==> config.mk <==
export PLATFORM = sky130hd
export DESIGN_NAME = mem_port_arbiter
export DESIGN_NICKNAME = d
export VERILOG_FILES = /design/src/rtl/mem_port_arbiter.sv
export SDC_FILE = /design/constraint.sdc
export NUM_CORES = 1
export LEC_CHECK = 0
export ABC_AREA = 0
export BUFFER_PORTS_ARGS = -buffer_cell sky130_fd_sc_hd__buf_4
export CELL_PAD_IN_SITES_DETAIL_PLACEMENT = 0
export CELL_PAD_IN_SITES_GLOBAL_PLACEMENT = 1
export CORE_MARGIN = 3
export CORE_UTILIZATION = 15
export CTS_CLUSTER_SIZE = 25
export DETAILED_ROUTE_END_ITERATION = 8
export PLACE_DENSITY_LB_ADDON = 0.1
export SLEW_MARGIN = 5
export SYNTH_ARGS = -nofsm -noshare
export SYNTH_HDL_FRONTEND = slang
export SYNTH_SLANG_ARGS = --single-unit
==> constraint.sdc <==
create_clock -name i_Clk -period 2.25 [get_ports i_Clk]
set_input_delay 0.45 -clock i_Clk [delete_from_list [all_inputs] [get_ports i_Clk]]
set_output_delay 0.45 -clock i_Clk [all_outputs]
set_load 0.1 [all_outputs]
==> src/rtl/mem_port_arbiter.sv <==
`default_nettype none
// ============================================================================
// Module      : mem_port_arbiter
// Description : Shares one external memory port among NUM_CHANNELS cache
//               instances. One channel is granted per burst using a
//               round-robin policy. The granted channel's request is forwarded
//               to memory, and memory beats are steered back to that channel
//               only. Channels that are not granted see an all-zero bus.
//
// Parameters  : NUM_CHANNELS    number of requesting caches (>= 2)
//               DATA_WIDTH      memory data word width
//               MEM_ADDR_WIDTH  memory address width
//
// Ports       : i_Clk, i_Reset_n          clock, async active-low reset
//               i_Req_*  (per channel)    cache request side (valid, dir,
//                                         address, write data), packed with
//                                         channel c at [c*W +: W]
//               o_Rsp_*  (per channel)    memory beats steered to the caches
//               o_MEM_*                   request to the memory model
//               i_MEM_*                   beats from the memory model
//               o_Grant                   one-hot grant, 0 while idle
//               o_Busy                    arbiter is not idle
//
// Revision    : 1.0  initial release
// ============================================================================
module mem_port_arbiter #(
    parameter int NUM_CHANNELS   = 2,
    parameter int DATA_WIDTH     = 32,
    parameter int MEM_ADDR_WIDTH = 22
) (
    input  logic                                   i_Clk,
    input  logic                                   i_Reset_n,

    // Cache-facing request side
    input  logic [NUM_CHANNELS-1:0]                i_Req_Valid,
    input  logic [NUM_CHANNELS-1:0]                i_Req_Read_Write_n,
    input  logic [NUM_CHANNELS*MEM_ADDR_WIDTH-1:0] i_Req_Address,
    input  logic [NUM_CHANNELS*DATA_WIDTH-1:0]     i_Req_Data,

    // Cache-facing response side
    output logic [NUM_CHANNELS-1:0]                o_Rsp_Valid,
    output logic [NUM_CHANNELS-1:0]                o_Rsp_Data_Read,
    output logic [NUM_CHANNELS-1:0]                o_Rsp_Last,
    output logic [NUM_CHANNELS*DATA_WIDTH-1:0]     o_Rsp_Data,

    // Memory-facing request side
    output logic                                   o_MEM_Valid,
    output logic                                   o_MEM_Read_Write_n,
    output logic [MEM_ADDR_WIDTH-1:0]              o_MEM_Address,
    output logic [DATA_WIDTH-1:0]                  o_MEM_Data,

    // Memory-facing response side
    input  logic                                   i_MEM_Valid,
    input  logic                                   i_MEM_Data_Read,
    input  logic                                   i_MEM_Last,
    input  logic [DATA_WIDTH-1:0]                  i_MEM_Data,

    // Status
    output logic [NUM_CHANNELS-1:0]                o_Grant,
    output logic                                   o_Busy
);

    // Grant index width; never narrower than one bit.
    localparam int CH_IDX_WIDTH = (NUM_CHANNELS > 1) ? $clog2(NUM_CHANNELS) : 1;

    // ------------------------------------------------------------------------
    // State encoding
    // ------------------------------------------------------------------------
    typedef enum logic [1:0] {
        S_IDLE    = 2'd0,   // waiting for any request
        S_BUSY    = 2'd1,   // forwarding the granted channel
        S_RELEASE = 2'd2    // burst done, waiting for the cache to drop valid
    } state_t;

    // Adds an offset to a channel index, wrapping modulo NUM_CHANNELS.
    // Offsets used here never exceed NUM_CHANNELS-1, so a single subtract
    // is enough to wrap.
    function automatic logic [CH_IDX_WIDTH-1:0] f_wrap_add(
        input logic [CH_IDX_WIDTH-1:0] base,
        input int                      offset
    );
        int sum;
        sum = int'(base) + offset;
        if (sum >= NUM_CHANNELS) begin
            sum = sum - NUM_CHANNELS;
        end
        return CH_IDX_WIDTH'(sum);
    endfunction

    // ------------------------------------------------------------------------
    // Registers
    // ------------------------------------------------------------------------
    state_t                    r_state;
    logic [CH_IDX_WIDTH-1:0]   r_grant_idx;
    logic [CH_IDX_WIDTH-1:0]   r_rr_ptr;

    // ------------------------------------------------------------------------
    // Combinational signals
    // ------------------------------------------------------------------------
    state_t                    w_next_state;
    logic [CH_IDX_WIDTH-1:0]   w_next_grant_idx;
    logic [CH_IDX_WIDTH-1:0]   w_next_rr_ptr;

    logic [CH_IDX_WIDTH-1:0]   w_scan_idx [NUM_CHANNELS];
    logic [CH_IDX_WIDTH-1:0]   w_pick_idx;
    logic                      w_pick_found;

    logic [MEM_ADDR_WIDTH-1:0] w_req_addr [NUM_CHANNELS];
    logic [DATA_WIDTH-1:0]     w_req_data [NUM_CHANNELS];

    logic                      w_active;
    logic                      w_grant_req_valid;
    logic                      w_beat_last;
    logic [CH_IDX_WIDTH-1:0]   w_grant_next_ptr;
    logic                      w_mem_valid;
    logic [NUM_CHANNELS-1:0]   w_sel;

    // ------------------------------------------------------------------------
    // Per-channel unpacking, scan order and response steering
    // ------------------------------------------------------------------------
    generate
        for (genvar c = 0; c < NUM_CHANNELS; c++) begin : g_chan
            localparam logic [CH_IDX_WIDTH-1:0] c_ch_idx = CH_IDX_WIDTH'(c);

            assign w_req_addr[c] = i_Req_Address[c*MEM_ADDR_WIDTH +: MEM_ADDR_WIDTH];
            assign w_req_data[c] = i_Req_Data[c*DATA_WIDTH +: DATA_WIDTH];

            // Position c of the round-robin scan: rr_ptr + c, wrapped.
            assign w_scan_idx[c] = f_wrap_add(r_rr_ptr, c);

            // Responses stay steered in RELEASE so a trailing beat still
            // reaches the owner; in IDLE every channel sees zeros.
            assign w_sel[c]           = w_active & (r_grant_idx == c_ch_idx);
            assign o_Grant[c]         = w_sel[c];
            assign o_Rsp_Valid[c]     = w_sel[c] & i_MEM_Valid;
            assign o_Rsp_Data_Read[c] = w_sel[c] & i_MEM_Data_Read;
            assign o_Rsp_Last[c]      = w_sel[c] & i_MEM_Last;
            assign o_Rsp_Data[c*DATA_WIDTH +: DATA_WIDTH] =
                w_sel[c] ? i_MEM_Data : '0;
        end
    endgenerate

    // ------------------------------------------------------------------------
    // Round-robin pick: first requesting channel at or after rr_ptr.
    // ------------------------------------------------------------------------
    always_comb begin
        w_pick_idx   = r_rr_ptr;
        w_pick_found = 1'b0;
        for (int i = 0; i < NUM_CHANNELS; i++) begin
            if (!w_pick_found && i_Req_Valid[w_scan_idx[i]]) begin
                w_pick_idx   = w_scan_idx[i];
                w_pick_found = 1'b1;
            end
        end
    end

    // ------------------------------------------------------------------------
    // Shared status terms
    // ------------------------------------------------------------------------
    assign w_active          = (r_state != S_IDLE);
    assign w_grant_req_valid = i_Req_Valid[r_grant_idx];
    // A burst ends on the last beat in either direction.
    assign w_beat_last       = i_MEM_Last & (i_MEM_Valid | i_MEM_Data_Read);
    // The channel after the current owner gets first look next time.
    assign w_grant_next_ptr  = f_wrap_add(r_grant_idx, 1);

    // ------------------------------------------------------------------------
    // State register
    // ------------------------------------------------------------------------
    always_ff @(posedge i_Clk or negedge i_Reset_n) begin
        if (!i_Reset_n) begin
            r_state     <= S_IDLE;
            r_grant_idx <= '0;
            r_rr_ptr    <= '0;
        end else begin
            r_state     <= w_next_state;
            r_grant_idx <= w_next_grant_idx;
            r_rr_ptr    <= w_next_rr_ptr;
        end
    end

    // ------------------------------------------------------------------------
    // Next-state logic
    // ------------------------------------------------------------------------
    always_comb begin
        w_next_state     = r_state;
        w_next_grant_idx = r_grant_idx;
        w_next_rr_ptr    = r_rr_ptr;

        case (r_state)
            S_IDLE: begin
                if (w_pick_found) begin
                    w_next_grant_idx = w_pick_idx;
                    w_next_state     = S_BUSY;
                end
            end

            S_BUSY: begin
                if (w_beat_last) begin
                    w_next_state = S_RELEASE;
                end else if (!w_grant_req_valid) begin
                    // Owner withdrew its request before the burst ended.
                    w_next_state  = S_IDLE;
                    w_next_rr_ptr = w_grant_next_ptr;
                end
            end

            S_RELEASE: begin
                // Hold the grant until the cache has retired its request, so
                // a still-asserted valid is not mistaken for a new one.
                if (!w_grant_req_valid) begin
                    w_next_state  = S_IDLE;
                    w_next_rr_ptr = w_grant_next_ptr;
                end
            end

            default: begin
                w_next_state = S_IDLE;
            end
        endcase
    end

    // ------------------------------------------------------------------------
    // Request forwarding; every field is zero whenever valid is low.
    // ------------------------------------------------------------------------
    assign w_mem_valid        = (r_state == S_BUSY) & w_grant_req_valid;
    assign o_MEM_Valid        = w_mem_valid;
    assign o_MEM_Read_Write_n = w_mem_valid & i_Req_Read_Write_n[r_grant_idx];
    assign o_MEM_Address      = w_mem_valid ? w_req_addr[r_grant_idx] : '0;
    assign o_MEM_Data         = w_mem_valid ? w_req_data[r_grant_idx] : '0;

    assign o_Busy = w_active;

endmodule
`default_nettype wire

Word level (Yosys, flattened, before mapping)
Index checks and enable logic that the tools add are counted.
{"block": "classes", "addsub": 5, "n_lt_le_gt_ge": 7, "eq_ne": 4, "mux": 32, "n_bitwise": 14, "reduce_logical": 7}
{"operator": "2-to-1 mux 32 bit", "count": 6}
{"operator": "2-to-1 mux 22 bit", "count": 4}
{"operator": "2-to-1 mux 1 bit", "count": 17}
{"operator": "bitwise AND 1 bit", "count": 11}
{"operator": "greater-or-equal comparator 2 bit, second input constant", "count": 3}
{"operator": "< comparator 1 x 2 -> 1 bit, second input constant", "count": 3}
{"operator": "2-to-1 mux 2 bit", "count": 3}
{"operator": "one-hot mux 2 bit (3 select lines)", "count": 1}
{"operator": "adder 1 x 1 -> 2 bit, second input constant", "count": 2}
{"operator": "!= test 2 bit, second input constant", "count": 2}
{"operator": "AND reduction 2 bit", "count": 2}
{"operator": "nonzero test 2 bit", "count": 2}
{"operator": "subtractor 1 bit, second input constant", "count": 3}
{"operator": "== test 2 x 1 -> 1 bit, second input constant", "count": 1}
{"operator": "== test 2 bit, second input constant", "count": 1}
{"operator": "greater-or-equal comparator 1 x 2 -> 1 bit, second input constant", "count": 1}
{"operator": "logical NOT 2 bit", "count": 1}
{"operator": "NOT 1 -> 2 bit", "count": 1}
{"operator": "one-hot mux 1 bit (2 select lines)", "count": 1}
{"operator": "logical AND 1 bit", "count": 1}
{"operator": "logical NOT 1 bit", "count": 1}
{"operator": "NOT 1 bit", "count": 1}
{"operator": "bitwise OR 1 bit", "count": 1}
{"block": "totals", "reg_bits": 4, "input_bits": 149, "wordCells": 72}

Depth between registers and ports, before layout
Gate-level depths: netlist of run 1.
{"block": "logic_depth", "word_depth": 10, "depth_mapped": 6, "depth_no_buf": 5}

Worst setup path after synthesis of run 1
No wires, ideal clock.
{"block": "synth_timing", "path_kind": "register to output", "from": "register r_state[0]", "to": "output port o_Rsp_Data[54]", "t_arrival_ns": 2.861, "slack_ns": -1.061, "stages_incl_launch_ff": 6, "n_path_buf": 1, "cell_sequence": "dfrtp_1 -> inv_1 -> ha_1 -> and2b_1 -> clkbuf_1 -> and2_1"}
{"block": "synth_between", "elab_chain_cells": 3}
{"item": "start: declaration", "line": "93", "source": "state_t r_state;"}
{"item": "start signal: assignment", "line": "176", "source": "r_state <= w_next_state;"}
{"item": "nonzero test 2 bit", "line": "160", "source": "assign w_active = (r_state != S_IDLE);"}
{"item": "bitwise AND 1 bit", "line": "133", "source": "assign w_sel[c] = w_active & (r_grant_idx == c_ch_idx);"}
{"item": "net o_Grant[1]", "line": "59", "source": "output logic [NUM_CHANNELS-1:0] o_Grant,"}
{"item": "2-to-1 mux 32 bit", "line": "139", "source": "w_sel[c] ? i_MEM_Data : '0;"}
{"item": "end: declaration", "line": "44", "source": "output logic [NUM_CHANNELS*DATA_WIDTH-1:0] o_Rsp_Data,"}
The timed path passes the listed nets, and every way through them passes these cells.

Worst setup path after layout of run 1
{"block": "layout_timing", "from": "register r_grant_idx", "to": "output port o_MEM_Address[1]"}
{"block": "layout_between", "elab_chain_cells": 5, "word_cells_on_any_way": 8}
{"item": "start: declaration", "line": "94", "source": "logic [CH_IDX_WIDTH-1:0] r_grant_idx;"}
{"item": "start signal: assignment", "line": "177", "source": "r_grant_idx <= w_next_grant_idx;"}
{"item": "NOT 1 -> 2 bit (implied by the code)", "line": "229", "source": "assign o_MEM_Address = w_mem_valid ? w_req_addr[r_grant_idx] : '0;"}
{"item": "2-to-1 mux 22 bit (implied by the code) (3 in a row)", "line": "229"}
{"item": "2-to-1 mux 22 bit (*)", "line": "229"}
{"item": "end: declaration", "line": "49", "source": "output logic [MEM_ADDR_WIDTH-1:0] o_MEM_Address,"}
Every way passes the cells marked *; elsewhere a longest branch is shown, timed or not. The select of a mux whose other input is x is not followed.

==> impl_metrics.toml, run 1 <==
[status]
status = "finished clean"

[synthesis]
synth_seq_cells = 4
synth_common_cells = "and2_1 (70), nor2_1 (57), mux2i_1 (56)"
synth_xor_xnor_area_share = 0
yosys_warnings = 0
ys_seq_area_frac = 0.0617
muxShareOfSynthArea = 0.346
synth_most_common_cell = "and2_1"
synth.top_cells.by_area = "mux2i_1 (35%), and2_1 (27%), nor2_1 (13%)"
synth-simple-area-share = 0.441
async_reset_ff_frac = 1.00
synth_top_area_frac = 0.346
synth-edff-count = 0
netlist_instances = 234
netlist-cell-type-count = 26
synth-compound-area-share = 0.0455
synth_top_family_by_area = "simple AND/OR/NAND/NOR gates"
syn_area_sq_um = 1620
yosysTopAreaCell = "mux2i_1"
synth_ff_type = "dfrtp_1"
syn_avg_cell_area_sq_um = 6.93
synthAdderAreaFrac = 0.0309
synthesis.nets = 387

[setup_path]
worstSetupPathType = "reg2out"
max_stage_delay_ps = 510
crit_slowest_cell = "dfrtp_4"
ff2ff_setup_slack_ps = 650
critical_path.endpoint = "o_MEM_Address[1]"
r2r-start = "r_state[0]"
critPathCaptureType = "primary output"
cp_num_cells = 5
reg2reg_depth = 6
cp-startpoint = "r_grant_idx"
cp_top_family = "flip-flops"
crit_buf_inv = 2
cp.required_ps = 1800
r2r-end = "r_state[1]"
cp-start-kind = "flip-flop"
path_cells = "mux2i_2, nand2b_4, buf_12, nor2_2, buf_4"
critPathArrivalTime_ps = 1730
critPathMaxFanout = 19

[timing]
setup_viol = 0
finalCriticalPeriod_ps = 2180
slew_headroom = 0.723
final_max_slew_viol_count = 0
finalSetupTns_ps = 0
finalCritPeriodShare = 0.969
finalHoldViolCount = 0
worst_pin_slew_ps = 410
fin_skew_ps = 3.04
max_freq_mhz = 458
rsz0062_at_grt = "true"

[floorplanning]
io_pins = 278
start_util = 0.156
fp.dieW_um = 110
placementRows = 37
die_area_sq_um = 12100
coreArea_sq_um = 10400
dieHeight_um = 110

[grt]
grt_overflow = 0
gr-usage-met2 = 0.279
grt.busiest_layer = "met2"
antenna_found_initial = 0
grt_pass1_wl_um = 12500
grt_max_degree = 43
grt_pass1_vias = 2410
gr-usage-met3 = 0.0408
track_usage = 0.130
met1_usage = 0.125

[routing]
firstDrtPassIters = 4
num_vias = 2647
dr.first_iter.drc_count = 108
vias_per_cell = 4.10
routed_wl_um = 9420
ant_nets = 0
drc = 0
wl_per_cell_um = 14.6

[placement]
gp_congestion = 0.775
dp_hpwl_um = 7800
io_buffers = 277
place_area_sq_um = 4320

[clocking]
cts_buffer_depth = 2
cts-htree-levels = 1
hold_buffers = 0
cts_tree = "yes"
worstSkewPairLatency_ps = 220
clkSlewWorstSetupHoldPaths_ps = 30
cts-root-buf = "clkbuf_8"
numCtsBuffers = 3
cts_num_sinks = 4

[job]
max_cap_violations = 0

[worst_hold_path]
hold_class = "in2async"

[layout]
drive_above_1_share = 0.792
final_core_util = 0.446
diodes = 0
postLayoutCellArea_sq_um = 4640
final_nets = 664
syn_to_final_growth_pct = 186
worst reg2reg max path, stage by stage (launching register included):
cell and delay (ps):
dfrtp_1 420, inv_2 90, ha_2 190, buf_4 150
nor3b_1 280, nor3_1 80, a211o_1 270
flip-flops by register name (all words and copies together), names as in the netlist:
name and count:
r_grant_idx 1, r_state 2, r_rr_ptr 1
worst min path at each step:
stage                          from          end  cells after the start
final                     i_Reset_n     r_rr_ptr                      1
after global routing      i_Reset_n  r_grant_idx                      1
after CTS                 i_Reset_n     r_rr_ptr                      1
after detailed placement  i_Reset_n     r_rr_ptr                      1
after global placement    i_Reset_n     r_rr_ptr                      1
after floorplan           i_Reset_n  r_grant_idx                      0
metrics by stage:
stage / cells / hold WS (ps) / setup slack, ps
after global placement: 637 / 250 / 200
after floorplan: 234 / 154 / -399
after global routing: 646 / 17.5 / -7.82
after detailed placement: 637 / 250 / 184
final: 646 / 21.0 / 68.8
after CTS: 641 / 15.6 / 1.26
repair_timing:
item | 4_1_cts | 5_1_grt
endpoints found under the setup margin | 35 | 119
pin swaps | 0 | 0
buffers inserted | 0 | 3
resized for setup | 35 | 27
gates cloned | 0 | 2
cells by family (layout without fill, tap and decap cells):
group,after synthesis,count (layout)
buffers and inverters,23,299
adder cells (fa/ha/maj),4,4
multiplexers,56,56
AND/OR/NAND/NOR,137,137
flip-flops,4,4
AO/OA/AOI/OAI,10,10
cells in the final DEF, fill, tap and decap left out, drive strengths merged:
cell / n
buf: 290
and2: 70
nor2: 57
mux2i: 56
clkbuf: 5
dfrtp: 4
inv: 4
ha: 4
o21ai: 3
nor3b: 2
nand2b: 1
and2b: 1
nand2: 1
a21oi: 1
a31oi: 1
o211ai: 1
nand3b: 1
nor2b: 1
a221o: 1
or3: 1
o311ai: 1
o31ai: 1
nor3: 1
nor4: 1
a211o: 1
area by class of cell:
type	count	area, sq um
fillers	1027	5780
repair buffers	291	2490
multi-input cells	207	1820
well taps	136	170
flip-flops and latches	4	104
clock buffers	4	45.0
inverters	4	15.0
metal layers:
metal	share of wire	vias up	routed length [um]
met1	0.31	1170	2920
li1	-	1330	-
met5	0	-	0
met4	0.0063	0	59
met3	0.11	4	1070
met2	0.57	143	5360
Power of run 1 is left out: the tool's default activity adds up to more than one toggle a clock period on the data nets, which glitch-free logic cannot reach.
==> inputs of run 2 (changes only) <==
--- a/config.mk
+++ b/config.mk
@@ -13,7 +13,7 @@
 export CORE_UTILIZATION = 15
 export CTS_CLUSTER_SIZE = 25
 export DETAILED_ROUTE_END_ITERATION = 8
-export PLACE_DENSITY_LB_ADDON = 0.1
+export PLACE_DENSITY = 0.91
 export SLEW_MARGIN = 5
 export SYNTH_ARGS = -nofsm -noshare
 export SYNTH_HDL_FRONTEND = slang
==> constraint.sdc (replaced) <==
create_clock -name i_Clk -period 2.25 [get_ports i_Clk]
set_input_delay 0.45 -clock i_Clk [delete_from_list [all_inputs] [get_ports i_Clk]]
set_output_delay 0.45 -clock i_Clk [all_outputs]
set_load 0.005 [all_outputs]
==> impl_metrics.toml, run 2 (synthesis gave the netlist of run 1 again) <==
[setup_path]
critPathMaxFanout = 20
cpMostUsedCell = "buf_4"
cp.required_ps = 1800
ff2ff_setup_slack_ps = 740
max_stage_delay_ps = 490
reg2reg_depth = 5
crit_slowest_cell = "dfrtp_4"
critPathCaptureType = "primary output"
r2r-end = "r_state[0]"
path_cells = "mux2i_1, nand2b_2, buf_4, nor2_1, buf_4"
critPathArrivalTime_ps = 1710
r2r-start = "r_state[1]"
worstSetupPathType = "reg2out"
cp_top_family = "flip-flops"
crit_buf_inv = 2
cp-start-kind = "flip-flop"

[timing]
finalSetupTns_ps = 0
rsz0062_at_grt = "false"
finalCritPeriodShare = 0.962
finalHoldViolCount = 0
slew_headroom = 0.731
final_max_slew_viol_count = 0
finalCriticalPeriod_ps = 2160
max_freq_mhz = 462
worst_pin_slew_ps = 398
setup_viol = 0
fin_skew_ps = 10.2

[clocking]
worstSkewPairLatency_ps = 230
cts-htree-levels = 1
numCtsBuffers = 3
cts_num_sinks = 4
cts-root-buf = "clkbuf_8"
cts_tree = "yes"
hold_buffers = 0
clkSlewWorstSetupHoldPaths_ps = 40
cts_buffer_depth = 2

[layout]
regArea_sq_um = 104
fillers = 1094
largest_register = "r_state"
most-common-layout-cells = "buf_4 (280), and2_1 (70), nor2_1 (57), mux2i_1 (56), inv_1 (4)"
final_nets = 656
mostFrequentLayoutCell = "buf_4"
diodes = 0
largest_register_ffs = 2
syn_to_final_growth_pct = 141
reg.largest.list = "r_state x2, r_grant_idx x1, r_rr_ptr x1"
drive_above_1_share = 0.578
multiInputGateArea_sq_um = 1420
final_core_util = 0.375

[status]
status = "finished clean"

[routing]
wl_per_cell_um = 13.3
vias_per_cell = 4.00
m1WireLength_um = 3140
firstDrtPassIters = 4
ant_nets = 0
highest_layer = "met4"
dr.first_iter.drc_count = 49
wl_met3_um = 528
routed_wl_um = 8510
drc = 0
num_vias = 2551
met2RoutedLength_um = 4730

[floorplanning]
io_pins = 278
die_area_sq_um = 12100
placementRows = 37
start_util = 0.156
fp.dieW_um = 110
coreArea_sq_um = 10400
dieHeight_um = 110

[grt]
grt_max_degree = 44
grt_pass1_vias = 2365
grt_overflow = 0
grt_pass1_wl_um = 11800
track_usage = 0.121
antenna_found_initial = 0

[power]
p_leak_nw = 2.26
power.density_nw_per_um2 = 886
peakVddDrop_uv = 530

[job]
max_cap_violations = 0

[placement]
io_buffers = 277
dp_hpwl_um = 7310
gp_congestion = 0.806

[worst_hold_path]
hold_class = "in2async"
==> run 2: cell types whose count changed in the layout (fill, tap and decap cells not counted), moves of 4 or more <==
| cell | delta |
|---|---|
| and2_4 | -17 |
| buf_4 | +37 |
| nor2_1 | +43 |
| nor2_2 | -4 |
| nor2_4 | -39 |
| and2_1 | +58 |
| buf_12 | -7 |
| buf_6 | -28 |
| and2_2 | -41 |
| buf_8 | -9 |
==> run 2: final cells by class <==
cell class,instances,share of cell area
timing repair buffer,283,0.552
multi-input combinational,207,0.363
tap,136,0.0436
sequential,4,0.0266
clock buffer,4,0.0115
inverter,4,0.00385
==> run 2: per-layer routing <==
metal  vias to the layer above  GRT usage
li1                       1301          -
met1                      1136      0.143
met2                       101      0.226
met3                        13     0.0227
met4                         0     0.0249
met5                         -          0
==> run 2: power breakdown <==
group | switching, mW | internal (mW) | total [mW] | leakage, nW
sequential | 0.0373 | 0.113 | 0.150 | 0.0461
clock | 0.0469 | 0.122 | 0.169 | 0.0228
combinational | 1.37 | 1.77 | 3.14 | 2.19
total | 1.46 | 2.00 | 3.46 | 2.26
==> run 2: what timing repair did <==
item                       in CTS  in global routing
setup buffers                   0                  0
setup endpoints to repair       6                 35
gates resized for setup         1                  2
pin swaps                       0                  0
==> run 2: worst register-to-register path, delay by kind of cell, from the launching register on <==
family / cells / cell delay (ps)
AO/OA/AOI/OAI: 1 / 230
adder cells (fa/ha/maj): 1 / 250
flip-flops: 1 / 400
AND/OR/NAND/NOR: 2 / 410
buffers and inverters: 1 / 140
==> run 2: worst max path at each step <==
stage	from	end	slack [ps]	cells after the start
floorplan	r_state[0]	o_Rsp_Data[54]	400	5
global placement	r_state[1]	o_Rsp_Data[33]	310	6
detailed placement	r_state[1]	o_Rsp_Data[33]	230	6
CTS	r_state[0]	o_Rsp_Data[33]	50	6
global route	r_grant_idx	o_Rsp_Data[12]	0.8	5
finish	r_grant_idx	o_MEM_Address[21]	90	5
==> run 2: per-stage QoR <==
stage	power, mW	hold WS (ps)	setup WS, ps	cells	instance area [sq um]
5_1_grt	3.75	15.2	0.818	638	3900
2_1_floorplan	1.73	154	404	234	1620
4_1_cts	3.47	9.23	48.4	638	3890
6_report	3.46	10.1	85.6	638	3900
3_3_place_gp	3.23	252	307	634	3840
3_5_place_dp	3.28	253	227	634	3840
Power figures use the tool's default switching activity.
